[src/rtl/ibex_rvfi_trace_buf.sv]
// Filtered RVFI retirement capture into a circular buffer, drained over ready/valid.
// Supports drop-new or overwrite-oldest on full, plus a saturating lost-record counter.
module ibex_rvfi_trace_buf #(
    parameter int unsigned Depth        = 16,
    parameter int unsigned DropCntWidth = 16,
    parameter bit          Overwrite    = 1'b0
) (
    input  logic                      clk_i,
    input  logic                      rst_i,
    input  logic                      rvfi_valid,
    input  logic [31:0]               rvfi_pc_rdata,
    input  logic [31:0]               rvfi_insn,
    input  logic [4:0]                rvfi_rd_addr,
    input  logic [31:0]               rvfi_rd_wdata,
    input  logic                      rvfi_trap,
    input  logic                      rvfi_intr,
    input  logic [1:0]                rvfi_mode,
    input  logic [1:0]                mode_i,
    input  logic [31:0]               pc_lo_i,
    input  logic [31:0]               pc_hi_i,
    input  logic                      clear_i,
    output logic                      trace_valid_o,
    input  logic                      trace_ready_i,
    output logic [104:0]              trace_data_o,
    output logic [$clog2(Depth):0]    level_o,
    output logic [DropCntWidth-1:0]   drop_cnt_o
);
    localparam int unsigned PtrW = $clog2(Depth);
    localparam int unsigned RecW = 105;
    localparam logic [PtrW:0] FullCnt = (PtrW+1)'(Depth);

    logic [RecW-1:0]         mem_reg [Depth];
    logic [PtrW-1:0]         wr_ptr_reg;
    logic [PtrW-1:0]         rd_ptr_reg;
    logic [PtrW:0]           count_reg;
    logic [PtrW:0]           count_next;
    logic [DropCntWidth-1:0] drop_cnt_reg;

    logic            sel;
    logic            hit;
    logic            pop;
    logic            empty;
    logic            full;
    logic            push;
    logic            drop;
    logic            rd_adv;
    logic [RecW-1:0] rec;

    always_comb begin
        sel = 1'b0;
        case (mode_i)
            2'd0:    sel = 1'b0;
            2'd1:    sel = 1'b1;
            2'd2:    sel = rvfi_trap | rvfi_intr;
            // An inverted window (lo > hi) can never satisfy both bounds.
            default: sel = (rvfi_pc_rdata >= pc_lo_i) && (rvfi_pc_rdata <= pc_hi_i);
        endcase
    end

    assign rec   = {rvfi_pc_rdata, rvfi_insn, rvfi_rd_addr, rvfi_rd_wdata,
                    rvfi_trap, rvfi_intr, rvfi_mode};
    assign hit   = rvfi_valid && sel && !clear_i;
    assign empty = (count_reg == '0);
    assign full  = (count_reg == FullCnt);
    assign pop   = !empty && trace_ready_i && !clear_i;

    // A full-buffer hit without a pop is a loss under both policies; with
    // Overwrite the loss is the oldest entry, so the read pointer moves too.
    assign push   = hit && (!full || pop || Overwrite);
    assign drop   = hit && full && !pop;
    assign rd_adv = pop || (drop && Overwrite);

    always_comb begin
        count_next = count_reg;
        case ({push, rd_adv})
            2'b10:   count_next = count_reg + (PtrW+1)'(1);
            2'b01:   count_next = count_reg - (PtrW+1)'(1);
            default: count_next = count_reg;
        endcase
    end

    always_ff @(posedge clk_i) begin
        if (rst_i || clear_i) begin
            wr_ptr_reg   <= '0;
            rd_ptr_reg   <= '0;
            count_reg    <= '0;
            drop_cnt_reg <= '0;
        end else begin
            if (push) begin
                wr_ptr_reg <= wr_ptr_reg + PtrW'(1);
            end
            if (rd_adv) begin
                rd_ptr_reg <= rd_ptr_reg + PtrW'(1);
            end
            count_reg <= count_next;
            if (drop && (drop_cnt_reg != '1)) begin
                drop_cnt_reg <= drop_cnt_reg + DropCntWidth'(1);
            end
        end
    end

    always_ff @(posedge clk_i) begin
        if (push) begin
            mem_reg[wr_ptr_reg] <= rec;
        end
    end

    assign trace_valid_o = !empty;
    assign trace_data_o  = empty ? '0 : mem_reg[rd_ptr_reg];
    assign level_o       = count_reg;
    assign drop_cnt_o    = drop_cnt_reg;

endmodule
[config.mk]
export PLATFORM = sky130hd
export DESIGN_NAME = ibex_rvfi_trace_buf
export DESIGN_NICKNAME = d
export VERILOG_FILES = /design/src/rtl/ibex_rvfi_trace_buf.sv
export SDC_FILE = /design/constraint.sdc
export NUM_CORES = 1
export LEC_CHECK = 0
export BUFFER_PORTS_ARGS = -buffer_cell sky130_fd_sc_hd__buf_2
export CAP_MARGIN = 20
export CORE_UTILIZATION = 38
export CTS_CLUSTER_SIZE = 25
export DETAILED_ROUTE_END_ITERATION = 10
export PLACE_DENSITY_LB_ADDON = 0.05
export SYNTH_ARGS = -nofsm -noshare
export SYNTH_HDL_FRONTEND = slang
export SYNTH_SLANG_ARGS = --single-unit
[constraint.sdc]
create_clock -name clk_i -period 25 [get_ports clk_i]
set_input_delay 1.25 -clock clk_i [delete_from_list [all_inputs] [get_ports clk_i]]
set_output_delay 1.25 -clock clk_i [all_outputs]
set_load 0.02 [all_outputs]
==> results.sh <==
export IMPL_fmax_mhz=142
export IMPL_routed_wl_um=173000
export IMPL_synthArstFlopShare_pct=0
export IMPL_fin_skew_ns=0.0245
export IMPL_vias=31251
export IMPL_rsz0062_at_grt="no"
export IMPL_layout_common_cells="edfxtp_1 (1680), mux4_2 (525), buf_2 (302)"
export IMPL_placed_cell_area_mm2=0.0714
export IMPL_ant_nets=0
export IMPL_viasPerCell=5.42
export IMPL_final_setup_tns_ns=0
export IMPL_fin_area_mm2=0.0770
export IMPL_io_pins=303
export IMPL_cts_sinks=1713
export IMPL_antenna_found_initial=27
export IMPL_grt_max_degree=138
export IMPL_initial_core_util_pct=38.4
export IMPL_area_delta_synth_final_pct=15.0
export IMPL_hold_viol_final=0
export IMPL_max_stage_delay_ns=0.90
export IMPL_io_buffers=302
export IMPL_relSlewSlack_pct=24.2
export IMPL_setup_violations=0
export IMPL_p_leak_nw=24.1
export IMPL_worst_path_stages=13
export IMPL_critPathCapture="mem_reg[3][2]$_DFFE_PP_"
export IMPL_globalRouteOverflowTotal=0
export IMPL_path_buf_inv=5
export IMPL_drt_first_pass_iters=7
export IMPL_hp_class="reg2reg"
export IMPL_min_period_over_period_pct=28.2
export IMPL_ff2ff_path_depth=11
export IMPL_ys_ff_latch=1713
export IMPL_core_area_mm2=0.174
export IMPL_outcome="complete, no violations"
export IMPL_powerDensity_mw_per_mm2=76.1
export IMPL_grt_pass1_vias=34275
export IMPL_final_common_cell="edfxtp_1"
export IMPL_grt_pass1_wl_um=250000
export IMPL_avgSynthCellArea_um2=23.2
export IMPL_tightest_slew_ns=1.14
export IMPL_vdd_ir_drop_worst_mv=0.0578
export IMPL_cts_tree="yes"
export IMPL_rr_endpoint="mem_reg[3][2]$_DFFE_PP_"
export IMPL_cts_setup_buffers=0
export IMPL_synth_main_ff_cell="edfxtp_1"
export IMPL_drive_above_1_share_pct=33.5
export IMPL_final_seq_area_mm2=0.0511
export IMPL_arrival_ns=7.49
export IMPL_end_kind="flop"
export IMPL_cp_start_kind="input port"
export IMPL_drt_iter0_markers=2453
export IMPL_dp_hpwl_um=91500
export IMPL_gp_congestion=0.780
export IMPL_synth_edff_count=1680
export IMPL_die_w_um=422
export IMPL_largest_reg_flops=1680
export IMPL_clkSlewWorstSetupHoldPaths_ns=0.06
export IMPL_critPathLaunch="rvfi_pc_rdata[26]"
export IMPL_power_w=0.00586
export IMPL_crit_slowest_cell="nor3_2"
export IMPL_yosysUniqueCellTypes=56
export IMPL_clock_latency_ns=0.82
export IMPL_ys_seq_area_share_pct=76.4
export IMPL_cp_top_family="simple AND/OR/NAND/NOR gates"
export IMPL_path_common_cell="buf_4"
export IMPL_dieArea_mm2=0.178
export IMPL_min_period_ns=7.06
export IMPL_cts_buffers=186
export IMPL_grt_usage_pct=19.7
export IMPL_drv_slew=0
export IMPL_die_height_um=422
export IMPL_postSynthCellCount=2890
export IMPL_r2r_start="level_o[0]$_SDFFE_PP0P_"
export IMPL_holdBufCountCts=0
export IMPL_ctsResizeCount=0
export IMPL_critical_path_max_fanout=42
export IMPL_path_class="in2reg"
export IMPL_drc=0
export IMPL_drv_cap=0
export IMPL_row_count=153
export IMPL_wire_per_inst_um=30.0
export IMPL_cts_max_level=4
export IMPL_reg2reg_setup_slack_ns=19.11
export IMPL_crit_chain="buf_2, ha_1, nand4_1, nor4_1, buf_4, o21ai_0, and4bb_2, nor3_2, nand2_1, nor3_2, buf_4, buf_4, buf_4"
export IMPL_nFillCells=14797
export IMPL_synth_area_mm2=0.0669
export IMPL_nNetsFinal=3541
export IMPL_synth_nets=3140
export IMPL_root_buffer="clkbuf_16"
export IMPL_cts_path_max_buffers=3
export IMPL_multi_input_area_mm2=0.0151
export IMPL_yosysWarnings=0
export IMPL_required_ns=25.43
## cell type report
class / instances / share of cell area (%)
multi-input combinational: 961 / 19.6
clock buffer: 219 / 6.37
inverter: 74 / 0.361
antenna: 5 / 0.0163
sequential: 1713 / 66.4
clock inverter: 110 / 0.860
timing repair buffer: 355 / 2.62
tap: 2325 / 3.78
## worst min-delay path by stage
stage                                           start                           to  slack (ns)  depth (start not counted)
after global routing      drop_cnt_o[10]$_SDFFE_PP0P_  drop_cnt_o[10]$_SDFFE_PP0P_        0.52                          2
final                     drop_cnt_o[10]$_SDFFE_PP0P_  drop_cnt_o[10]$_SDFFE_PP0P_        0.49                          2
after floorplan            rd_ptr_reg[1]$_SDFFE_PP0P_                         flop        0.47                          2
after CTS                 drop_cnt_o[10]$_SDFFE_PP0P_  drop_cnt_o[10]$_SDFFE_PP0P_        0.49                          2
after detailed placement  drop_cnt_o[10]$_SDFFE_PP0P_  drop_cnt_o[10]$_SDFFE_PP0P_        0.48                          2
after global placement     drop_cnt_o[9]$_SDFFE_PP0P_   drop_cnt_o[9]$_SDFFE_PP0P_        0.47                          2
## worst min-delay path, delay by kind of cell, from the launching register on
kind / cells / cell delay [ns]
DFF: 1 / 0.32
muxes: 1 / 0.06
and+or+nand+nor: 1 / 0.06
## stage by stage
step                instances  hold slack [ns]  util, %  setup slack, ns
global route             5759            0.516     44.1            17.47
global placement         5427            0.465     40.9            17.18
CTS                      5756            0.491     44.1            17.70
finish                   5762            0.489     44.1            17.94
floorplan                2890            0.468        -            14.13
detailed placement       5427            0.480     40.9            16.96
## metal layers
metal,GRT usage [%],routed length [um],share of wire [%]
met1,26.0,72600,42
met2,33.8,89200,52
met3,2.98,7070,4.1
met4,5.49,4080,2.4
met5,0,0,0
## synthesized netlist by cell type (5+ instances only)
cell type | count | share of area [%]
nand4_1 | 14 | 0.13
buf_1 | 39 | 0.22
and2_1 | 108 | 1.0
and3_1 | 16 | 0.15
edfxtp_1 | 1680 | 75
mux2i_1 | 8 | 0.12
a21oi_1 | 40 | 0.30
nor3_1 | 10 | 0.075
inv_1 | 74 | 0.42
dfxtp_1 | 33 | 0.99
nor2b_1 | 5 | 0.047
ha_1 | 73 | 1.4
o31ai_1 | 11 | 0.12
nand3_1 | 19 | 0.14
or3_1 | 5 | 0.047
clkbuf_1 | 98 | 0.55
o21ai_0 | 11 | 0.082
or4_1 | 10 | 0.11
mux4_2 | 525 | 18
nand2_1 | 34 | 0.19
nor2_1 | 18 | 0.10
## kinds of logic after synthesis
logic type | Yosys count | synth area share [%]
multiplexers | 533 | 17.8
buffers and inverters | 216 | 1.24
XOR/XNOR | 6 | 0.0785
AO/OA/AOI/OAI | 88 | 0.825
AND/OR/NAND/NOR | 260 | 2.29
flip-flops | 1713 | 76.4
adder cells (fa/ha/maj) | 74 | 1.40
## where the power goes
part | leakage, nW | switching, W | internal, W
combinational | 6.00 | 0.000111 | 0.0000570
clock | 2.73 | 0.00109 | 0.00144
sequential | 15.4 | 0.00000243 | 0.00316
Note: power is estimated with default switching activity, not from simulation.
